==> src/rtl/interrupt_sequencer_if.sv <==
// CPU-side handshake of the interrupt sequencer: acknowledge pulses, EOI commands,
// the interrupt request line and the vector byte returned during acknowledge.
interface interrupt_sequencer_if;
   logic       inta_n;
   logic       eoi_valid;
   logic       eoi_specific;
   logic [2:0] eoi_level;
   logic       int_out;
   logic [7:0] data_out;
   logic       data_out_valid;

   modport master (
      output inta_n, eoi_valid, eoi_specific, eoi_level,
      input  int_out, data_out, data_out_valid
   );

   modport slave (
      input  inta_n, eoi_valid, eoi_specific, eoi_level,
      output int_out, data_out, data_out_valid
   );
endinterface

==> src/rtl/interrupt_sequencer.sv <==
// 8-line nested interrupt sequencer with fixed/rotating priority and a two-pulse
// acknowledge cycle. Define AUTO_EOI_EN to add the auto_eoi input (automatic EOI).
module interrupt_sequencer (
   input  logic                 clk,
   input  logic                 rst_n,
   input  logic [7:0]           ir,
   input  logic                 level_triggered,
   input  logic [7:0]           interrupt_mask,
   input  logic                 rotate_mode,
   input  logic [4:0]           vector_base,
`ifdef AUTO_EOI_EN
   input  logic                 auto_eoi,
`endif
   interrupt_sequencer_if.slave cpu,
   output logic [7:0]           interrupt_request_register,
   output logic [7:0]           in_service_register
);
   localparam logic [1:0] IDLE = 2'd0;
   localparam logic [1:0] PEND = 2'd1;
   localparam logic [1:0] ACK1 = 2'd2;
   localparam logic [1:0] ACK2 = 2'd3;

   logic [1:0] state_q, state_d;
   logic [7:0] irr_q, irr_d;
   logic [7:0] isr_q, isr_d;
   logic [7:0] ir_prev_q;
   logic [2:0] lp_q, lp_d;
   logic [2:0] level_q, level_d;
   logic       spurious_q, spurious_d;
   logic       inta_q;
   logic       int_out_q, int_out_d;
   logic [7:0] data_q, data_d;
   logic       valid_q, valid_d;

   // Returns {found, level} of the highest-priority set bit; priority starts at lp+1.
   function automatic logic [3:0] find_top(input logic [7:0] bits, input logic [2:0] lp);
      logic [3:0] r;
      logic [2:0] lvl;
      r = 4'd0;
      for (int k = 7; k >= 0; k--) begin
         lvl = lp + 3'd1 + 3'(k);
         if (bits[lvl]) r = {1'b1, lvl};
      end
      return r;
   endfunction

   function automatic logic [2:0] prio_rank(input logic [2:0] lvl, input logic [2:0] lp);
      return lvl - lp - 3'd1;
   endfunction

   logic       inta_fall, inta_rise, auto_eoi_on;
   logic [2:0] eff_ptr, ptr_e, eoi_tgt;
   logic [3:0] isr_top, top_e, cand;
   logic [7:0] isr_e, irr_clr;
   logic       eoi_hit, eligible;

`ifdef AUTO_EOI_EN
   assign auto_eoi_on = auto_eoi;
`else
   assign auto_eoi_on = 1'b0;
`endif

   assign inta_fall = ~cpu.inta_n & inta_q;
   assign inta_rise = cpu.inta_n & ~inta_q;
   assign eff_ptr   = rotate_mode ? lp_q : 3'd7;
   assign isr_top   = find_top(isr_q, eff_ptr);
   assign eoi_tgt   = cpu.eoi_specific ? cpu.eoi_level : isr_top[2:0];
   assign eoi_hit   = cpu.eoi_valid & (cpu.eoi_specific ? isr_q[cpu.eoi_level] : isr_top[3]);

   // EOI is applied before eligibility so a coincident acknowledge sees the cleared ISR.
   always_comb begin
      isr_e = isr_q;
      ptr_e = eff_ptr;
      if (eoi_hit) begin
         isr_e = isr_q & ~(8'b1 << eoi_tgt);
         if (rotate_mode) ptr_e = eoi_tgt;
      end
   end

   assign cand     = find_top(irr_q & ~interrupt_mask, ptr_e);
   assign top_e    = find_top(isr_e, ptr_e);
   assign eligible = cand[3] & (~top_e[3] | (prio_rank(cand[2:0], ptr_e) < prio_rank(top_e[2:0], ptr_e)));

   always_comb begin
      state_d    = state_q;
      isr_d      = isr_e;
      lp_d       = rotate_mode ? ptr_e : 3'd7;
      level_d    = level_q;
      spurious_d = spurious_q;
      data_d     = data_q;
      valid_d    = valid_q;
      irr_clr    = 8'd0;
      case (state_q)
         IDLE, PEND: begin
            if (inta_fall) begin
               state_d = ACK1;
               if (eligible) begin
                  level_d    = cand[2:0];
                  spurious_d = 1'b0;
                  isr_d      = isr_e | (8'b1 << cand[2:0]);
                  irr_clr    = 8'b1 << cand[2:0];
               end else begin
                  level_d    = 3'd7;
                  spurious_d = 1'b1;
               end
            end else begin
               state_d = eligible ? PEND : IDLE;
            end
         end
         ACK1: begin
            if (inta_fall) begin
               state_d = ACK2;
               data_d  = {vector_base, level_q};
               valid_d = 1'b1;
            end
         end
         default: begin
            if (inta_rise) begin
               state_d = IDLE;
               data_d  = 8'd0;
               valid_d = 1'b0;
               if (auto_eoi_on && !spurious_q) begin
                  isr_d = isr_d & ~(8'b1 << level_q);
                  if (rotate_mode) lp_d = level_q;
               end
            end
         end
      endcase
      irr_d     = level_triggered ? ir : ((irr_q & ~irr_clr) | (ir & ~ir_prev_q));
      int_out_d = (state_d == PEND);
   end

   always_ff @(posedge clk or negedge rst_n) begin
      if (!rst_n) begin
         state_q    <= IDLE;
         irr_q      <= 8'd0;
         isr_q      <= 8'd0;
         ir_prev_q  <= 8'd0;
         lp_q       <= 3'd7;
         level_q    <= 3'd0;
         spurious_q <= 1'b0;
         inta_q     <= 1'b1;
         int_out_q  <= 1'b0;
         data_q     <= 8'd0;
         valid_q    <= 1'b0;
      end else begin
         state_q    <= state_d;
         irr_q      <= irr_d;
         isr_q      <= isr_d;
         ir_prev_q  <= ir;
         lp_q       <= lp_d;
         level_q    <= level_d;
         spurious_q <= spurious_d;
         inta_q     <= cpu.inta_n;
         int_out_q  <= int_out_d;
         data_q     <= data_d;
         valid_q    <= valid_d;
      end
   end

   assign cpu.int_out                = int_out_q;
   assign cpu.data_out               = data_q;
   assign cpu.data_out_valid         = valid_q;
   assign interrupt_request_register = irr_q;
   assign in_service_register        = isr_q;
endmodule

==> src/flat_wrapper.sv <==
// flat-port wrapper written by rule: the top's interface ports become plain ports
module interrupt_sequencer_flat 
  (clk, rst_n, ir, level_triggered, interrupt_mask, rotate_mode, vector_base, interrupt_request_register, in_service_register, cpu_inta_n, cpu_eoi_valid, cpu_eoi_specific, cpu_eoi_level, cpu_int_out, cpu_data_out, cpu_data_out_valid);
  interrupt_sequencer_if cpu_i ();
  input  logic clk;
  input  logic rst_n;
  input  logic [7:0] ir;
  input  logic level_triggered;
  input  logic [7:0] interrupt_mask;
  input  logic rotate_mode;
  input  logic [4:0] vector_base;
  output logic [7:0] interrupt_request_register;
  output logic [7:0] in_service_register;
  input wire logic [$bits(cpu_i.inta_n)-1:0] cpu_inta_n;
  input wire logic [$bits(cpu_i.eoi_valid)-1:0] cpu_eoi_valid;
  input wire logic [$bits(cpu_i.eoi_specific)-1:0] cpu_eoi_specific;
  input wire logic [$bits(cpu_i.eoi_level)-1:0] cpu_eoi_level;
  output wire logic [$bits(cpu_i.int_out)-1:0] cpu_int_out;
  output wire logic [$bits(cpu_i.data_out)-1:0] cpu_data_out;
  output wire logic [$bits(cpu_i.data_out_valid)-1:0] cpu_data_out_valid;
  assign cpu_i.inta_n = cpu_inta_n;
  assign cpu_i.eoi_valid = cpu_eoi_valid;
  assign cpu_i.eoi_specific = cpu_eoi_specific;
  assign cpu_i.eoi_level = cpu_eoi_level;
  assign cpu_int_out = cpu_i.int_out;
  assign cpu_data_out = cpu_i.data_out;
  assign cpu_data_out_valid = cpu_i.data_out_valid;
  interrupt_sequencer u_core (.clk(clk), .rst_n(rst_n), .ir(ir), .level_triggered(level_triggered), .interrupt_mask(interrupt_mask), .rotate_mode(rotate_mode), .vector_base(vector_base), .cpu(cpu_i), .interrupt_request_register(interrupt_request_register), .in_service_register(in_service_register));
endmodule
==> config.mk <==
export PLATFORM = sky130hd
export DESIGN_NAME = interrupt_sequencer_flat
export DESIGN_NICKNAME = d
export VERILOG_FILES = /design/src/rtl/interrupt_sequencer_if.sv /design/src/rtl/interrupt_sequencer.sv /design/src/flat_wrapper.sv
export SDC_FILE = /design/constraint.sdc
export NUM_CORES = 1
export LEC_CHECK = 0
export ABC_AREA = 1
export BUFFER_PORTS_ARGS = -buffer_cell sky130_fd_sc_hd__buf_2
export CORE_UTILIZATION = 56
export CTS_BUF_LIST = sky130_fd_sc_hd__clkbuf_8 sky130_fd_sc_hd__clkbuf_16
export DETAILED_ROUTE_END_ITERATION = 16
export PLACE_DENSITY_LB_ADDON = 0.05
export SLEW_MARGIN = 20
export SYNTH_ARGS = -nofsm -noshare
export SYNTH_HDL_FRONTEND = slang
export SYNTH_SLANG_ARGS = --single-unit
==> constraint.sdc <==
create_clock -name clk -period 14.8 [get_ports clk]
set_input_delay 0 -clock clk [delete_from_list [all_inputs] [get_ports clk]]
set_output_delay 0 -clock clk [all_outputs]
set_load 0.03 [all_outputs]
==> reports/qor.yml, run 1 <==
outcome:
  status: "complete, no violations"
cts:
  cts-resized-gates: 0
  cts_tree: "yes"
  ctsLongestPathBuffers: 2
  htreeDepth: 2
  insertion_delay_ps: 300
  cts_buffers: 5
  clockRootBuffer: "clkbuf_8"
  cts.sinks: 43
  clk_pin_slew_worst_paths_ps: 80
setup_path:
  slowest_delay_ps: 660
  cp-end-kind: "flop"
  required_ps: 14970
  critical-path-top-delay-family: "simple AND/OR/NAND/NOR gates"
  start_kind: "flop"
  cp_max_fo: 30
  critPathKind: "reg -> reg"
  crit_top_cell: "nand2_1"
  critPathSlowestCell: "ha_1"
  arrival_ps: 8500
  cp.buffers_inverters: 8
timing:
  whs_ps: 81.5
  setup_tns_ps: 0
  hold_viol: 0
  period_share_pct: 56.3
  slew_violations: 0
  maxSlewHeadroom_pct: 39.5
  rsz0062_at_grt: "no"
  fmax_mhz: 120
  min_period_ps: 8330
  worst_pin_slew_ps: 907
  finClkSkew_ps: 5.86
  finalSetupViolCount: 0
run:
  maxCapViolCount: 0
global_routing:
  antenna_found_initial: 0
  grt_pass1_wl_um: 21800
  first_global_vias: 4570
  overflow: 0
  grt_util_all_layers_pct: 36.1
  grt_max_degree: 44
route:
  dr.first_iter.drc_count: 484
  wl_per_cell_um: 15.6
  antenna_left: 0
  vias_per_cell: 5.78
  finalWirelength_um: 13700
  vias: 5086
  drc: 0
  first_pass_iters: 7
floorplanning:
  core_area_um2: 7290
  ioPinCount: 57
  die_w_um: 89.0
  die_area_um2: 7910
  rows: 31
  die_h_um: 89.0
  start_util_pct: 58.1
synth:
  synthesis.nets: 754
  synth_edf_count: 0
  avgSynthCellArea_um2: 5.93
  yosysWarnings: 0
  netlist_instances: 714
  ys.flop_type: "dfrtp_1"
  ys_seq_area_share_pct: 25.5
  synth_cell_types: 39
  synth_area_um2: 4230
  synth_seq_cells: 43
  postSynth.asyncResetShare_pct: 100
placement:
  port_buffers: 56
  routabilityCongestion: 0.995
  dp_hpwl_um: 10000
finish:
  diodes: 0
  drive_above_1_share_pct: 16.0
  fin_util_pct: 65.6
  nets: 820
  area_growth_pct: 13.0
worst_hold_path:
  hold_path_class: "in -> reg"
[final cells by class]
class	instances	area [um^2]
well taps	99	124
repair buffers	71	430
inverters	88	330
clock inverters	3	16.3
multi-input cells	571	2740
clock buffers	5	68.8
flip-flops and latches	43	1080
fillers	690	2510
[cells in the mapped netlist (all sizes together) (4+ instances only)]
cell type,n,area [um^2]
buf,10,80.1
inv,85,319
dfstp,4,105
dfrtp,39,976
nand4,4,31.3
o21ai,17,100
nor2,46,200
nand3,147,781
a21oi,25,125
nand2,299,1190
ha,7,87.6
[per-layer routing]
| layer | routed length [um] | global-route usage [%] | vias to the layer above |
|---|---|---|---|
| met5 | 0 | 0 | - |
| met2 | 6240 | 58.7 | 299 |
| li1 | - | - | 2417 |
| met3 | 1200 | 5.82 | 42 |
| met4 | 437 | 12.6 | 0 |
| met1 | 5850 | 49.3 | 2328 |
[worst register-to-register path: cells and delay by family (launching register included)]
family	cells	cell delay (ps)
simple gates	24	3270
fa+ha+maj	5	1990
buf+inv	8	1340
compound gates	4	700
flops	1	570
xor+xnor	2	350
[cells by family after synthesis]
| group | synth area share, % |
|---|---|
| AND/OR/NAND/NOR | 53.4 |
| buffers and inverters | 9.87 |
| AO/OA/AOI/OAI | 7.59 |
| flip-flops | 25.5 |
| adder cells (fa/ha/maj) | 3.01 |
| XOR/XNOR | 0.621 |
[flip-flops by register name, summed over array words and instances (netlist names)]
register                           flops
u_core.ir_prev_q                       8
u_core.level_q                         3
u_core.cpu.int_out                     1
u_core.in_service_register             8
u_core.lp_q                            3
u_core.interrupt_request_register      8
u_core.cpu.data_out                    8
u_core.cpu.data_out_valid              1
u_core.state_q                         2
u_core.inta_q                          1
[through the flow]
stage / instance area [um^2] / instances / setup WS [ps]
5_1_grt: 4790 / 880 / 5770
4_1_cts: 4790 / 880 / 6710
2_1_floorplan: 4230 / 714 / 8420
3_5_place_dp: 4550 / 857 / 6740
3_3_place_gp: 4550 / 857 / 6940
6_report: 4790 / 880 / 6470
[placed cells by master (no fill, tap or decap), types with 3 or more instances in the layout]
master / synthesis / layout
nand3_2: 9 / 9
clkbuf_8: 0 / 5
o21bai_1: 3 / 3
ha_1: 7 / 7
a21oi_1: 25 / 25
nand2_1: 274 / 274
nand2_2: 23 / 23
xnor2_1: 3 / 3
buf_2: 4 / 56
dlygate4sd3_1: 0 / 15
dfstp_2: 4 / 4
inv_1: 72 / 73
nand4_1: 3 / 3
clkinv_1: 3 / 3
nor2_1: 39 / 39
nand3_1: 138 / 138
o21ai_1: 5 / 5
inv_2: 13 / 13
nor2_2: 5 / 5
dfrtp_1: 39 / 39
o21ai_0: 10 / 10
[path summary, 6_finish.rpt]
check	start	to	slack [ps]	cells after the start
min reg2reg	u_core.ir_prev_q[2]	u_core.interrupt_request_register[2]	510	3
max in group asynchronous	rst_n	u_core.cpu.data_out[5]	13870	2
max reg2reg	u_core.lp_q[1]	u_core.interrupt_request_register[5]	6470	43
max	u_core.lp_q[1]	u_core.interrupt_request_register[5]	6470	43
min in group asynchronous	rst_n	u_core.in_service_register[7]	370	2
min	level_triggered	u_core.interrupt_request_register[1]	80	4
[timing repair]
item,4_1_cts,5_1_grt
buffers inserted,0,0
hold buffers,15,0
endpoints found under the hold margin,61,0
endpoints found under the setup margin,0,0
Power of run 1 is left out: the tool's default activity adds up to more than one toggle a clock period on the data nets, which glitch-free logic cannot reach.
==> run 2, diff against run 1 <==
--- a/config.mk
+++ b/config.mk
@@ -5,9 +5,9 @@
 export SDC_FILE = /design/constraint.sdc
 export NUM_CORES = 1
 export LEC_CHECK = 0
-export ABC_AREA = 1
+export ABC_AREA = 0
 export BUFFER_PORTS_ARGS = -buffer_cell sky130_fd_sc_hd__buf_2
-export CORE_UTILIZATION = 56
+export CORE_UTILIZATION = 55
 export CTS_BUF_LIST = sky130_fd_sc_hd__clkbuf_8 sky130_fd_sc_hd__clkbuf_16
 export DETAILED_ROUTE_END_ITERATION = 16
 export PLACE_DENSITY_LB_ADDON = 0.05
==> constraint.sdc (replaced) <==
create_clock -name clk -period 7.5 [get_ports clk]
set_input_delay 0 -clock clk [delete_from_list [all_inputs] [get_ports clk]]
set_output_delay 0 -clock clk [all_outputs]
set_load 0.03 [all_outputs]
==> run 2 against run 1 <==
Effect of this change: critical path type unchanged; die area grew 35%; global-route usage grew 2.1 points; first-iteration DRC count grew 36%; synthesized cell count is the same; via count grew 29%; synthesized area grew 33%; cell area grew 45%; maximum frequency grew 14%; worst hold slack lost 42 ps.
==> reports/qor.yml, run 2 <==
outcome:
  status: "complete, no violations"
finish:
  multi_input_area_um2: 4570  # +67%
  area_growth_pct: 23.5
  ff_latch_area_um2: 1080  # unchanged
  final_common_cell: "buf_2"
  drive_above_1_share_pct: 29.2  # +13 points
  stdcell_area_um2: 6960  # +45%
  fillers: 785  # +14%
  layout_common_cells: "56 x buf_2, 55 x nand2_1, 53 x buf_4"
  diodes: 0  # unchanged
  nets: 843  # +2.8%
  instances_no_fill: 937  # +6.5%
  fin_util_pct: 70.5  # +4.9 points
placement:
  routabilityCongestion: 0.979  # -1.6%
  dp_hpwl_um: 14600  # +46%
  dp_cells: 894  # +4.3%
  port_buffers: 56  # unchanged
  post_dp_cell_area_um2: 6240  # +37%
timing:
  finalSetupViolCount: 0  # unchanged
  finClkSkew_ps: 12.5  # +6.63 ps
  maxSlewHeadroom_pct: 28.9  # -11 points
  min_period_ps: 7330  # -1000 ps
  hold_viol: 0  # unchanged
  fmax_mhz: 136  # +14%
  setup_tns_ps: 0  # unchanged
  worst_pin_slew_ps: 1060  # +150 ps
  period_share_pct: 97.7  # +41 points
  slew_violations: 0  # unchanged
route:
  wl_per_cell_um: 21.7  # +39%
  finalWirelength_um: 20300  # +48%
  vias_per_cell: 6.98  # +21%
  vias: 6544  # +29%
  drc: 0  # unchanged
  antenna_left: 0  # unchanged
  first_pass_iters: 6  # -1
  dr.first_iter.drc_count: 657  # +36%
floorplanning:
  die_area_um2: 10600  # +35%
  rows: 36  # +16%
  die_w_um: 103  # +16%
  die_h_um: 103  # +16%
  start_util_pct: 57.1  # -0.97 points
  core_area_um2: 9860  # +35%
  ioPinCount: 57  # unchanged
global_routing:
  antenna_found_initial: 0  # unchanged
  first_global_vias: 5989  # +31%
  grt_max_degree: 44  # unchanged
  grt_util_all_layers_pct: 38.2  # +2.1 points
  grt_pass1_wl_um: 31000  # +42%
  overflow: 0  # unchanged
cts:
  ctsLongestPathBuffers: 2  # unchanged
  cts_tree: "yes"
  insertion_delay_ps: 300  # about the same
  clockRootBuffer: "clkbuf_8"
  cts_buffers: 5  # unchanged
  htreeDepth: 2  # unchanged
  cts.sinks: 43  # unchanged
  clk_pin_slew_worst_paths_ps: 90  # about the same
worst_hold_path:
  min_from: "level_triggered"
  min_path_cells: 3  # -1
  hold_path_end: "u_core.interrupt_request_register[2]"
  hold_path_class: "in -> reg"
synth:
  ys_seq_area_share_pct: 19.2  # -6.3 points
  yosys-top-cells-area: "dfrtp_1 17%, a21oi_1 4.8%, mux4_2 4.0%"
  synth_cell_types: 99  # +150%
  netlist_instances: 714  # unchanged
  synth_seq_cells: 43  # unchanged
  yosysMostFrequentCell: "nand2_1"
  yosysWarnings: 0  # unchanged
  synth_edf_count: 0  # unchanged
  yosysTopAreaCell: "dfrtp_1"
  postSynth.asyncResetShare_pct: 100  # unchanged
  ys.flop_type: "dfrtp_1"
  synth_top_cells_by_count: "58 x nand2_1, 54 x a21oi_1, 49 x nor2_1"
  avgSynthCellArea_um2: 7.89  # +33%
  synth_area_um2: 5630  # +33%
  synthesis.nets: 754  # unchanged
  synth_top_area_share_pct: 17.3  # -7.0 points
power:
  p_leak_nw: 2.81
  power_w: 0.00364
  irDropWorstVdd_mv: 0.385
  power_density_nw_per_um2: 523
setup_path:
  cp.buffers_inverters: 3  # -5
  start_kind: "flop"
  critPathKind: "reg -> reg"
  arrival_ps: 7570  # -930 ps
  timing.rr.end: "u_core.in_service_register[4]"
  ff2ff_path_depth: 34  # -21%
  critPathSlowestCell: "dfstp_2"
  ff2ff_setup_slack_ps: 170  # -6300 ps
  timing.rr.start: "u_core.lp_q[0]"
  required_ps: 7740  # -7230 ps
  slowest_delay_ps: 400  # -260 ps
  cp_max_fo: 7  # -77%
  critical-path-top-delay-family: "compound AO/OA/AOI/OAI gates"
  cp-end-kind: "flop"
run:
  maxCapViolCount: 0  # unchanged
==> run 2: cell types whose count changed after synthesis, moves of 27 or more <==
| cell | change |
|---|---|
| inv_1 | -49 |
| nand3_1 | -106 |
| clkbuf_1 | +28 |
| nor3_1 | +27 |
| o21ai_0 | +32 |
| nand2_1 | -216 |
| a21oi_1 | +29 |
==> run 2: worst max path at each step <==
stage | cells past startpoint | endpoint | startpoint | slack [ps]
floorplan | 39 | u_core.interrupt_request_register[6] | u_core.lp_q[0] | -9
global placement | 31 | u_core.interrupt_request_register[0] | u_core.lp_q[0] | 40
detailed placement | 30 | u_core.in_service_register[6] | u_core.lp_q[0] | -230
CTS | 33 | u_core.interrupt_request_register[0] | u_core.lp_q[0] | 4
global route | 33 | u_core.in_service_register[4] | u_core.lp_q[0] | -80
finish | 34 | u_core.in_service_register[4] | u_core.lp_q[0] | 170
==> run 2: area by class of cell <==
class | count | area share [%]
clock buffers | 6 | 1.19
clock inverters | 2 | 0.558
inverters | 31 | 1.83
multi-input cells | 593 | 65.7
flip-flops and latches | 43 | 15.5
well taps | 133 | 2.39
repair buffers | 129 | 12.8
==> run 2: timing repair <==
action	4_1_cts	5_1_grt
buffers inserted	4	16
hold endpoints to repair	57	0
pin swaps	2	8
hold buffers	15	0
setup endpoints to repair	19	21
gates resized for setup	6	47
==> run 2: cells by family after synthesis <==
| logic type | Yosys count | share of synthesized area (%) |
|---|---|---|
| flops | 43 | 19.2 |
| mux | 43 | 10.3 |
| xor+xnor | 8 | 2.38 |
| fa+ha+maj | 9 | 2.27 |
| compound gates | 279 | 35.7 |
| simple gates | 254 | 23.7 |
| buf+inv | 78 | 6.42 |
==> run 2: tightest hold or removal path, cell delays in order <==
cell and delay (ps):
buf_2 150, o21ai_0 100, o21ai_1 60
==> run 2: layer usage <==
metal	GRT usage (%)	up-vias	part of all wire (%)
li1	-	2926	-
met1	52.3	3112	39
met2	61.0	425	46
met3	5.85	81	11
met4	15.0	0	4.4
met5	0	-	0
==> run 2: report_power, final <==
part	switching, W	total, W	internal (W)	leakage [nW]
Clock	0.0000826	0.000192	0.000109	0.0618
Sequential	0.0000870	0.000383	0.000295	0.520
Combinational	0.00185	0.00307	0.00122	2.23
==> run 2: metrics by stage <==
step	setup WS [ps]	hold slack [ps]
6_report	172	39.3
5_1_grt	-81.4	74.5
4_1_cts	4.32	28.8
3_5_place_dp	-228	121
3_3_place_gp	36.8	120
2_1_floorplan	-9.31	-296
(Power assumes the default switching activity.)
